`config.mk`:
```
export PLATFORM = sky130hd
export DESIGN_NAME = sequenced_control_unit
export DESIGN_NICKNAME = d
export VERILOG_FILES = /design/src/rtl/sequenced_control_unit.sv
export SDC_FILE = /design/constraint.sdc
export NUM_CORES = 1
export LEC_CHECK = 0
export CAP_MARGIN = 20
export CORE_MARGIN = 4
export CORE_UTILIZATION = 35
export DETAILED_ROUTE_END_ITERATION = 7
export PLACE_DENSITY = 0.87
export SLEW_MARGIN = 20
export SYNTH_ARGS = -nofsm -noshare
export SYNTH_HDL_FRONTEND = slang
export SYNTH_SLANG_ARGS = --single-unit
```
`constraint.sdc`:
```
create_clock -name clk -period 4 [get_ports clk]
set_clock_uncertainty 0.15 [all_clocks]
set_input_delay 0.6 -clock clk [delete_from_list [all_inputs] [get_ports clk]]
set_output_delay 0.6 -clock clk [all_outputs]
set_load 0.05 [all_outputs]
```
`src/rtl/sequenced_control_unit.sv`:
```
// sequenced_control_unit: LOAD/FETCH/DECODE/EXECUTE sequencer driving datapath enables and selects
//
// Loads LOAD_WORDS program words (one per clock with load_valid), then loops
// FETCH -> DECODE -> EXECUTE, stalling on pmem_rdy / dmem_rdy where a memory
// access is in flight.
//
// Parameters: IR_W (>=8), SR_W (>=4), ALU_MODE_W (>=4), LOAD_WORDS (>=1),
//             LA_W (2**LA_W >= LOAD_WORDS)
// Ports:
//   clk, rst_n            clock (rising edge), async active-low reset
//   IR, SR                current instruction, status flags
//   load_valid            program word on the load bus this cycle
//   pmem_rdy, dmem_rdy    program / data memory ready
//   stage                 LOAD=00 FETCH=01 DECODE=10 EXECUTE=11
//   load_addr             program address of the current load word
//   ALU_Mode              ALU operation
//   PC_E .. MUX2_Sel      datapath enables and selects
//   halted                core halted
// Optional feature: define CU_HALT_EN to decode opcode 0000 with IR[IR_W-5:0]
// all ones as HALT; otherwise that encoding is a NOP and halted is tied to 0.
module sequenced_control_unit #(
    parameter int IR_W       = 12,
    parameter int SR_W       = 4,
    parameter int ALU_MODE_W = 4,
    parameter int LOAD_WORDS = 256,
    parameter int LA_W       = 8
) (
    input  logic                  clk,
    input  logic                  rst_n,
    input  logic [IR_W-1:0]       IR,
    input  logic [SR_W-1:0]       SR,
    input  logic                  load_valid,
    input  logic                  pmem_rdy,
    input  logic                  dmem_rdy,
    output logic [1:0]            stage,
    output logic [LA_W-1:0]       load_addr,
    output logic [ALU_MODE_W-1:0] ALU_Mode,
    output logic                  PC_E,
    output logic                  Acc_E,
    output logic                  SR_E,
    output logic                  IR_E,
    output logic                  DR_E,
    output logic                  PMem_E,
    output logic                  PMem_LE,
    output logic                  DMem_E,
    output logic                  DMem_WE,
    output logic                  ALU_E,
    output logic                  MUX1_Sel,
    output logic                  MUX2_Sel,
    output logic                  halted
);
    typedef enum logic [1:0] {LOAD = 2'b00, FETCH = 2'b01, DECODE = 2'b10, EXECUTE = 2'b11} stage_t;

    stage_t          state, state_nx;
    logic [LA_W-1:0] addr_nx;
    logic [3:0]      opcode;
    logic            is_imm, is_cjmp, is_mem, is_mem_wr, is_jmp, is_halt, halt_q;
    logic            unused_bits;

    assign opcode    = IR[IR_W-1:IR_W-4];
    assign is_imm    = opcode[3];
    assign is_cjmp   = opcode[3:2] == 2'b01;
    assign is_mem    = opcode[3:1] == 3'b001;
    // Memory ALU ops with IR[IR_W-4]=0 write the result back to data memory.
    assign is_mem_wr = is_mem && !IR[IR_W-4];
    assign is_jmp    = opcode == 4'b0001;
    assign stage     = state;
    assign halted    = halt_q;
    // Fields not consumed in every configuration.
    assign unused_bits = ^{IR, SR};

`ifdef CU_HALT_EN
    assign is_halt = opcode == 4'b0000 && &IR[IR_W-5:0];

    always_ff @(posedge clk or negedge rst_n) begin
        if (!rst_n) halt_q <= 1'b0;
        else if (state == EXECUTE && is_halt) halt_q <= 1'b1;
    end
`else
    assign is_halt = 1'b0;
    assign halt_q  = 1'b0;
`endif

    always_ff @(posedge clk or negedge rst_n) begin
        if (!rst_n) begin
            state     <= LOAD;
            load_addr <= '0;
        end else begin
            state     <= state_nx;
            load_addr <= addr_nx;
        end
    end

    always_comb begin
        state_nx = state;
        addr_nx  = load_addr;
        ALU_Mode = '0;
        PC_E     = 1'b0;
        Acc_E    = 1'b0;
        SR_E     = 1'b0;
        IR_E     = 1'b0;
        DR_E     = 1'b0;
        PMem_E   = 1'b0;
        PMem_LE  = 1'b0;
        DMem_E   = 1'b0;
        DMem_WE  = 1'b0;
        ALU_E    = 1'b0;
        MUX1_Sel = 1'b0;
        MUX2_Sel = 1'b0;
        case (state)
            LOAD: begin
                PMem_E  = load_valid;
                PMem_LE = load_valid;
                if (load_valid) begin
                    state_nx = load_addr == LA_W'(LOAD_WORDS - 1) ? FETCH : LOAD;
                    addr_nx  = load_addr == LA_W'(LOAD_WORDS - 1) ? '0 : load_addr + 1'b1;
                end
            end
            FETCH: begin
                IR_E     = 1'b1;
                PMem_E   = 1'b1;
                state_nx = pmem_rdy ? DECODE : FETCH;
            end
            DECODE: begin
                DR_E     = is_mem;
                DMem_E   = is_mem;
                state_nx = !is_mem || dmem_rdy ? EXECUTE : DECODE;
            end
            EXECUTE: begin
                // A halted core (or the HALT instruction itself) drives nothing and stays put.
                if (!halt_q && !is_halt) begin
                    state_nx = FETCH;
                    if (is_imm) begin
                        ALU_Mode = ALU_MODE_W'(IR[IR_W-2:IR_W-4]);
                        PC_E     = 1'b1;
                        Acc_E    = 1'b1;
                        SR_E     = 1'b1;
                        ALU_E    = 1'b1;
                        MUX1_Sel = 1'b1;
                        MUX2_Sel = 1'b1;
                    end else if (is_cjmp) begin
                        PC_E     = 1'b1;
                        MUX1_Sel = SR[IR[IR_W-3:IR_W-4]];
                    end else if (is_mem) begin
                        // Writes hold DMem_E/DMem_WE/ALU_E until dmem_rdy and commit PC/SR only then.
                        ALU_Mode = ALU_MODE_W'(IR[IR_W-5:IR_W-8]);
                        ALU_E    = 1'b1;
                        Acc_E    = IR[IR_W-4];
                        DMem_E   = is_mem_wr;
                        DMem_WE  = is_mem_wr;
                        PC_E     = !is_mem_wr || dmem_rdy;
                        SR_E     = !is_mem_wr || dmem_rdy;
                        state_nx = !is_mem_wr || dmem_rdy ? FETCH : EXECUTE;
                    end else begin
                        PC_E     = 1'b1;
                        MUX1_Sel = is_jmp;
                    end
                end
            end
            default: state_nx = LOAD;
        endcase
    end
endmodule
```
==> metrics.txt <==
status=complete, no violations; Hold Vio Cnt, Final=0; H-tree levels=1; Clock Path Buffers=2; largest family of logic cells by synthesized area=simple AND/OR/NAND/NOR gates; WHS=about 0.38 ns; Setup Fix Bufs, Post-CTS=0; post-layout util=64.05%; Worst Setup End Kind=output pin; final setup margin=approximately 0.58 ns; Post-CTS Hold Buffers=0; Seq/Total Area, Yosys=35.46%; Comb pwr share=66.1%; YS warnings=0; most common library cells after synthesis=nor2_1, a21oi_1, dfrtp_1, nand2_1, inv_1; Design Power=0.0008502 W; Core Area=1821 um2; post-synthesis adder-cell area fraction=1.773%; Cells after Synth=89; post-CTS sizing=0; Post-synth EDFFs=0; worst slew pin tran=between 0.5 and 0.6 ns; setup TNS=0 ns; Slew HR=65.93%; ANT cells=0; type of origin of the critical path=input pin; most common cell in the netlist=nor2_1; share of cells above drive strength 1=6.154%; Setup CP Type=in2out; worst min-delay path category=reg2reg; arrival time worst endpoint=roughly 2.7 ns; I/O Buffers=42; Residual DRC=0; Synth Area in XOR/XNOR=3.723%; Avg Inst Size Synth=7.929 um2; final worst-path cycle share=85.47%; complex-gate fraction of the synthesized area=22.16%; NetSw=0.0004771 W; CP required=3.25 ns; number of global-route vias before repair=735; Slew Limit Fails=0; I/O Pins=between 40 and 50; CP Max Fanout=7; CTS Root Cell=clkbuf_4; clock network power share=about a tenth; vias per cell=between 5 and 6; drt first pass iters=4; num rows=15; Post-Syn Nets=111; HPWL Detailed=approximately 1700 um; worst skew pair latency=0.27 ns; Area contributors post-synth=dfrtp_1, a21oi_1, nor2_1; largest net degree at the start of global routing=14; simple-gate share of the synthesized area=26.77%; synth unique cells=37; Sw Ratio=between 50% and 60%; post-route antenna net violation count=0; via count=809; Global Route Usage Sum=15.75%; grt ovf=0; multiplexer share of the synthesized area=1.418%; Synth Cell Area=approximately 710 um2; Layout fillers=156; Synth top area share=35.46%; #FFs+latches synth=10; 1st-iter DRT viols=13; die width=52.90 um; initial antenna violation count=0; Pint=0.0003732 W; fmax=~0.3 GHz; fin nets=153; cts bufs inserted=3; die area=2798 um2; RSZ-0062 raised after global routing=no; Pleak=approximately 0.47 nW; Max VDD drop=0.6443 mV; area grow syn2layout=65.25%; RePlAce Congestion=0.7933; Final min period=3.419 ns; Synth Flop Type=dfrtp_1; drt wl/cell=13.85 um; Setup Viol. Count Final=0; sequential share of power=23.4%; # clock sinks=10; Max Cap Viol=0; largest area contributor in the netlist=dfrtp_1; die height=52.90 um; global-route wire length before repair=around 3200 um; initial core utilization=38.76%; Reg clk slew, reported paths=~0.06 ns; pre-CTS setup slack=0.5493 ns; pwr/cell area=between 700 and 800 nW/um2; FFs w/ async S/R, synth=100.0%; total routed wirelength=between 2000 and 2500 um; CTS tree=yes
[layout make-up]
class,instances,area [um2],share of cell area (%)
sequential,10,250.2,21.46
tap,25,31.28,2.682
timing repair buffer,43,427.9,36.70
multi-input combinational,67,397.9,34.12
clock buffer,4,36.28,3.112
inverter,6,22.52,1.931
[cells in the final DEF (no fill, tap or decap), drive strengths merged, types with 2 or more instances in the layout]
cell type and instances:
nor3b 3, a21oi 10, a22oi 2, nor2 12, xnor2 2, inv 5, o21ai 3, nand3 2
nand4 2, o41ai 2, nand2 10, dfrtp 10, clkdlybuf4s50 42, clkbuf 4
[worst max-delay path, stage by stage]
cell,delay (ns)
clkdlybuf4s50_1,0.53
nor3b_2,0.30
buf_4,0.19
nor3b_1,0.20
clkdlybuf4s50_1,0.84
[metal layers]
layer  vias up  wire length (um)  GRT usage [%]
met5         -                 0              0
met4         0                11          2.553
met3         3               109          4.789
met2        37              1115          27.48
met1       370               909          19.17
li1        399                 -              -
[cell families (layout without fill, tap and decap cells)]
group,count (synthesis),in the layout
DFF,10,10
xor gates and xnor gates,3,3
AOI/OAI and AO/OA,24,24
buffers and inverters,12,53
and+or+nand+nor,37,37
other,1,1
muxes,1,1
adders and majority gates,1,1
[power by group through the flow]
stage	Combinational (W)	Sequential, W	Clock (W)
detailed placement	0.000564	0.000199	0
finish	0.000562	0.000199	0.0000892
CTS	0.000565	0.000197	0.0000916
floorplan	0.000296	0.000281	0
global route	0.000588	0.000207	0.0000984
global placement	0.000560	0.000193	0
[final timing paths]
check,from,end,slack (ns),cells past startpoint
max reg2reg,stage[0]$_DFFE_PN0P_,load_addr[7]$_DFFE_PN0P_,2.05,3
max,IR[11],DMem_WE,0.58,5
min in group asynchronous,rst_n,load_addr[7]$_DFFE_PN0P_,0.48,1
min reg2reg,load_addr[6]$_DFFE_PN0P_,load_addr[6]$_DFFE_PN0P_,0.38,1
min,load_addr[6]$_DFFE_PN0P_,load_addr[6]$_DFFE_PN0P_,0.38,1
max in group asynchronous,rst_n,load_addr[0]$_DFFE_PN0P_,2.92,1
[state kept, by name, summed over array words and instances (netlist names)]
register	cells
load_addr	8
stage	2
[per-stage QoR]
| step | area (um2) | instances |
|---|---|---|
| after floorplan | 705.7 | 89 |
| after global placement | 1130 | 151 |
| after detailed placement | 1130 | 151 |
| after CTS | 1166 | 155 |
| after global routing | 1166 | 155 |
| final | 1166 | 155 |
Note: power is estimated with default switching activity, not from simulation.
==> variant 1: new RTL, same settings <==
Set the parameter `ALU_MODE_W` to 6 (it was 4). Comments in the files are not updated.
--- a/src/rtl/sequenced_control_unit.sv
+++ b/src/rtl/sequenced_control_unit.sv
@@ -23,3 +23,3 @@
     parameter int SR_W       = 4,
-    parameter int ALU_MODE_W = 4,
+    parameter int ALU_MODE_W = 6,
     parameter int LOAD_WORDS = 256,
Ports: changed (resized ALU_Mode); port bits go from 48 to 50. The function was not compared with the original's and may differ.
==> variant 1 against the unedited design <==
Final cell count is 2.6% higher; combinational power is 1% higher; cell area is 0.86% higher; critical path type unchanged; synthesized area is 2.1% higher; first-iteration DRC count is 23% lower; routed wire length is 1.6% lower; largest cell class unchanged; sequential cell count stayed put; worst setup slack worse by 69 ps; via count is 2.0% higher; power is 0.67% higher; sequential power is 3% lower; core utilization is 4.1 points lower.
==> variant 1: results (changes against the unedited design) <==
[run_status]
outcome = finished clean

[place]
dp_hpwl_um = 1660  ; -4.4%
gp_congestion = 0.831  ; +4.8%
dp_cells = 155  ; +2.6%
post-place-ws_ps = 519  ; -30.4 ps
dpl-instance-area_um2 = 1140  ; +0.89%

[critical_path]
cpPeakStageDelay_ps = 820  ; -20 ps
crit_slowest_cell = clkdlybuf4s50_1
cp_max_fo = 10  ; +3
cp.arrival_ps = 2740  ; +70 ps

[worst_hold_path]
hp-class = flop to flop

[cells_and_area]
multi_input_gates = 69  ; +3.0%
seq-cell-share = 0.213  ; -0.00183
multi_input_area_share = 0.345  ; +0.00348
layout.nonclk_buf_frac = 0.364  ; -0.00312
clk_share = 0.0309  ; -0.000265
seq_cells = 10  ; unchanged
drive_above_1_share = 0.0606  ; -0.000932
n_fill_cell = 184  ; +18%
final_cells = 159  ; +2.6%

[detailed_routing]
vias = 825  ; +2.0%
drt_iter0_markers = 10  ; -3
routed_wl_um = 2110  ; -1.6%

[yosys]
synth.area.top_cells = dfrtp_1 (35%), a21oi_1 (6.9%), nor2_1 (6.3%), nand2_1 (5.2%), buf_4 (3.1%)
syn-mean-instance-area_um2 = 7.92  ; -0.12%
yosysSeqAreaShare = 0.347  ; -0.00739
synthTopCellsByCount = nor2_1 (12), a21oi_1 (10), dfrtp_1 (10), nand2_1 (10), inv_1 (5)

[global_routing]
grt_pass1_vias = 804  ; +9.4%
grt_pass1_wl_um = 3470  ; +7.0%
track_usage = 0.160  ; +0.00281

[cts]
postCtsSetupBuffers = 0  ; unchanged
root_buffer = clkbuf_4
hold_buffers = 0  ; unchanged
clk_path_buf_depth = 2  ; unchanged
clk_pin_slew_ps = 60  ; about the same

[power]
p_leak_nw = 0.473  ; +1.3%
irDropWorstVdd_uv = 421  ; -35%

[timing]
slew_headroom = 0.658  ; -0.00183

variant 1: cell types whose count changed in the layout (fill, tap and decap cells not counted), sizes merged:
cell,delta
conb,+2
variant 1: logic make-up (layout without fill, tap and decap cells):
family,after synthesis,in the layout,synth area share
other,1,3,0.00520
muxes,1,1,0.0139
and+or+nand+nor,37,37,0.262
xor gates and xnor gates,3,3,0.0365
AOI/OAI and AO/OA,24,24,0.217
buffers and inverters,14,53,0.101
adders and majority gates,1,1,0.0174
DFF,10,10,0.347
variant 1: per-layer routing:
layer | part of all wire | global-route usage | up-vias
li1 | - | - | 398
met1 | 0.40 | 0.179 | 380
met2 | 0.44 | 0.286 | 44
met3 | 0.15 | 0.0479 | 3
met4 | 0.011 | 0.0511 | 0
met5 | 0 | 0 | -
variant 1: worst paths after layout:
kind                              start      endpoint  slack, ps  depth (start not counted)
min in group asynchronous         rst_n  load_addr[1]        500                          1
max in group asynchronous         rst_n      stage[0]       2880                          1
max                              IR[10]          SR_E        510                          5
min reg2reg                load_addr[6]  load_addr[6]        370                          1
max reg2reg                    stage[0]  load_addr[7]       2050                          3
min                        load_addr[6]  load_addr[6]        370                          1
variant 1: metrics by stage:
stage          hold WS [ps]  power, mW  utilization
6_report                373      0.856        0.599
3_5_place_dp            362      0.765        0.581
2_1_floorplan           154      0.582            -
4_1_cts                 374      0.859        0.599
3_3_place_gp            352      0.754        0.581
5_1_grt                 396      0.905        0.599
variant 1: critical path, delay by kind of cell:
family / cells / cell delay [ps]
AO/OA/AOI/OAI: 2 / 340
buffers and inverters: 2 / 1340
AND/OR/NAND/NOR: 1 / 470
variant 1: report_power, final:
group	leakage [nW]	switching, mW	internal, mW	total [mW]
registers	0.122	0.0612	0.133	0.194
logic	0.330	0.384	0.185	0.569
clock network	0.0210	0.0377	0.0554	0.0931
==> variant 2: new RTL, same flow settings <==
Without the edit above. Take the reset off `load_addr` and load it in a clocked block of its own.
--- a/src/rtl/sequenced_control_unit.sv
+++ b/src/rtl/sequenced_control_unit.sv
@@ -86,7 +86,9 @@
             state     <= LOAD;
-            load_addr <= '0;
         end else begin
             state     <= state_nx;
-            load_addr <= addr_nx;
         end
+    end
+
+    always_ff @(posedge clk) begin
+        load_addr <= addr_nx;
     end
Behaviour: not the same (a bounded check fails within 4 cycles, from zero or initial values and one cycle with rst_n low).
==> variant 2 against the unedited design <==
Fmax decreased by 3.3%; via count decreased by 7.5%; synthesized cell count decreased by 11%; worst setup slack got worse by 120 ps; routed wire length decreased by 6.4%; power decreased by 11%; synthesized area increased by 4.8%; sequential cell count unchanged; cell area increased by 0.64%.
==> variant 2: results (changes against the unedited design) <==
[run_status]
outcome = finished clean

[critical_path]
r2r_start = load_addr[0]
reg2reg_depth = 4  ; +1
rr_endpoint = load_addr[3]
r2r_setup_slack_ps = 2390  ; +340 ps
cp_max_fo = 10  ; +3
setup.worst_path.end = SR_E

[yosys]
synthTopCellsByCount = nor2_1 (14), a21oi_1 (10), edfxtp_1 (8), nand2_1 (6)
syn_nets = 101  ; -9.0%
synth.area.top_cells = edfxtp_1 (32%), nor2_1 (7.1%), a21oi_1 (6.8%), dfrtp_1 (6.8%), clkbuf_8 (3.7%)
ys_types = 33  ; -11%
yosysSeqAreaShare = 0.393  ; +0.0379
async_flop_share = 0.200  ; -0.800
ys.flop_type = edfxtp_1
synth_edf_count = 8  ; +8

[detailed_routing]
firstDrtPassIters = 4  ; unchanged
drt_iter0_markers = 25  ; +12
via_per_inst = 5.05  ; -3.2%
routed_wl_um = 2010  ; -6.4%

[place]
gp_congestion = 0.700  ; -12%
dp_hpwl_um = 1560  ; -9.9%

[cells_and_area]
n_fill_cell = 165  ; +5.8%
fin_nets = 144  ; -5.9%
drive_above_1_share = 0.0909  ; +0.0294

[global_routing]
track_usage = 0.147  ; -0.0107
grt_pass1_wl_um = 3100  ; -4.5%
antenna_found_initial = 0  ; unchanged
grt_pass1_vias = 670  ; -8.8%

[power]
irDropWorstVdd_uv = 301  ; -53%
p_leak_nw = 0.427  ; -8.6%

[worst_hold_path]
hp-class = primary input to async pin

[cts]
cts_max_level = 1  ; unchanged
ctsResizeCount = 0  ; unchanged
postCtsSetupBuffers = 0  ; unchanged

[timing]
slew_headroom = 0.650  ; -0.00920

-- variant 2: cell count changes after synthesis, moves of 3 or more --
cell,change
nand2_1,-4
dfrtp_1,-8
edfxtp_1,+8
clkbuf_1,-3
-- variant 2: layout make-up --
cell class / instances / area share
Multi-Input combinational cell: 61 / 0.329
Inverter: 3 / 0.00959
Clock buffer: 4 / 0.0224
Sequential cell: 10 / 0.247
Tap cell: 27 / 0.0288
Timing Repair Buffer: 43 / 0.362
-- variant 2: through the flow --
| stage | hold WS [ps] | instances | area, um^2 | worst slack, ps | total power [mW] |
|---|---|---|---|---|---|
| after detailed placement | 478 | 144 | 1150 | 456 | 0.686 |
| after global placement | 458 | 144 | 1150 | 575 | 0.677 |
| after CTS | 331 | 148 | 1170 | 455 | 0.761 |
| after floorplan | 154 | 79 | 739 | 653 | 0.537 |
| final | 337 | 148 | 1170 | 465 | 0.757 |
| after global routing | 331 | 148 | 1170 | 319 | 0.795 |
-- variant 2: cell families (layout without fill, tap and decap cells) --
kind of cell / after synthesis / after routing / synth area share
simple gates: 33 / 33 / 0.259
compound gates: 21 / 21 / 0.179
flops: 10 / 10 / 0.393
buf+inv: 8 / 50 / 0.0846
xor+xnor: 4 / 4 / 0.0474
fa+ha+maj: 1 / 1 / 0.0169
other cells: 1 / 1 / 0.00507
mux: 1 / 1 / 0.0152
-- variant 2: layer usage --
metal,GRT usage,wire length (um),part of all wire,up-vias
li1,-,-,-,368
met4,0.0638,28,0.014,0
met2,0.238,1090,0.54,25
met3,0.0332,103,0.051,5
met1,0.185,790,0.39,350
met5,0,0,0,-
-- variant 2: report_power, final --
part	leakage [nW]	internal, mW	switching [mW]
clock	0.0150	0.0386	0.0351
sequential	0.0963	0.145	0.0468
combinational	0.316	0.159	0.332
total	0.427	0.343	0.413
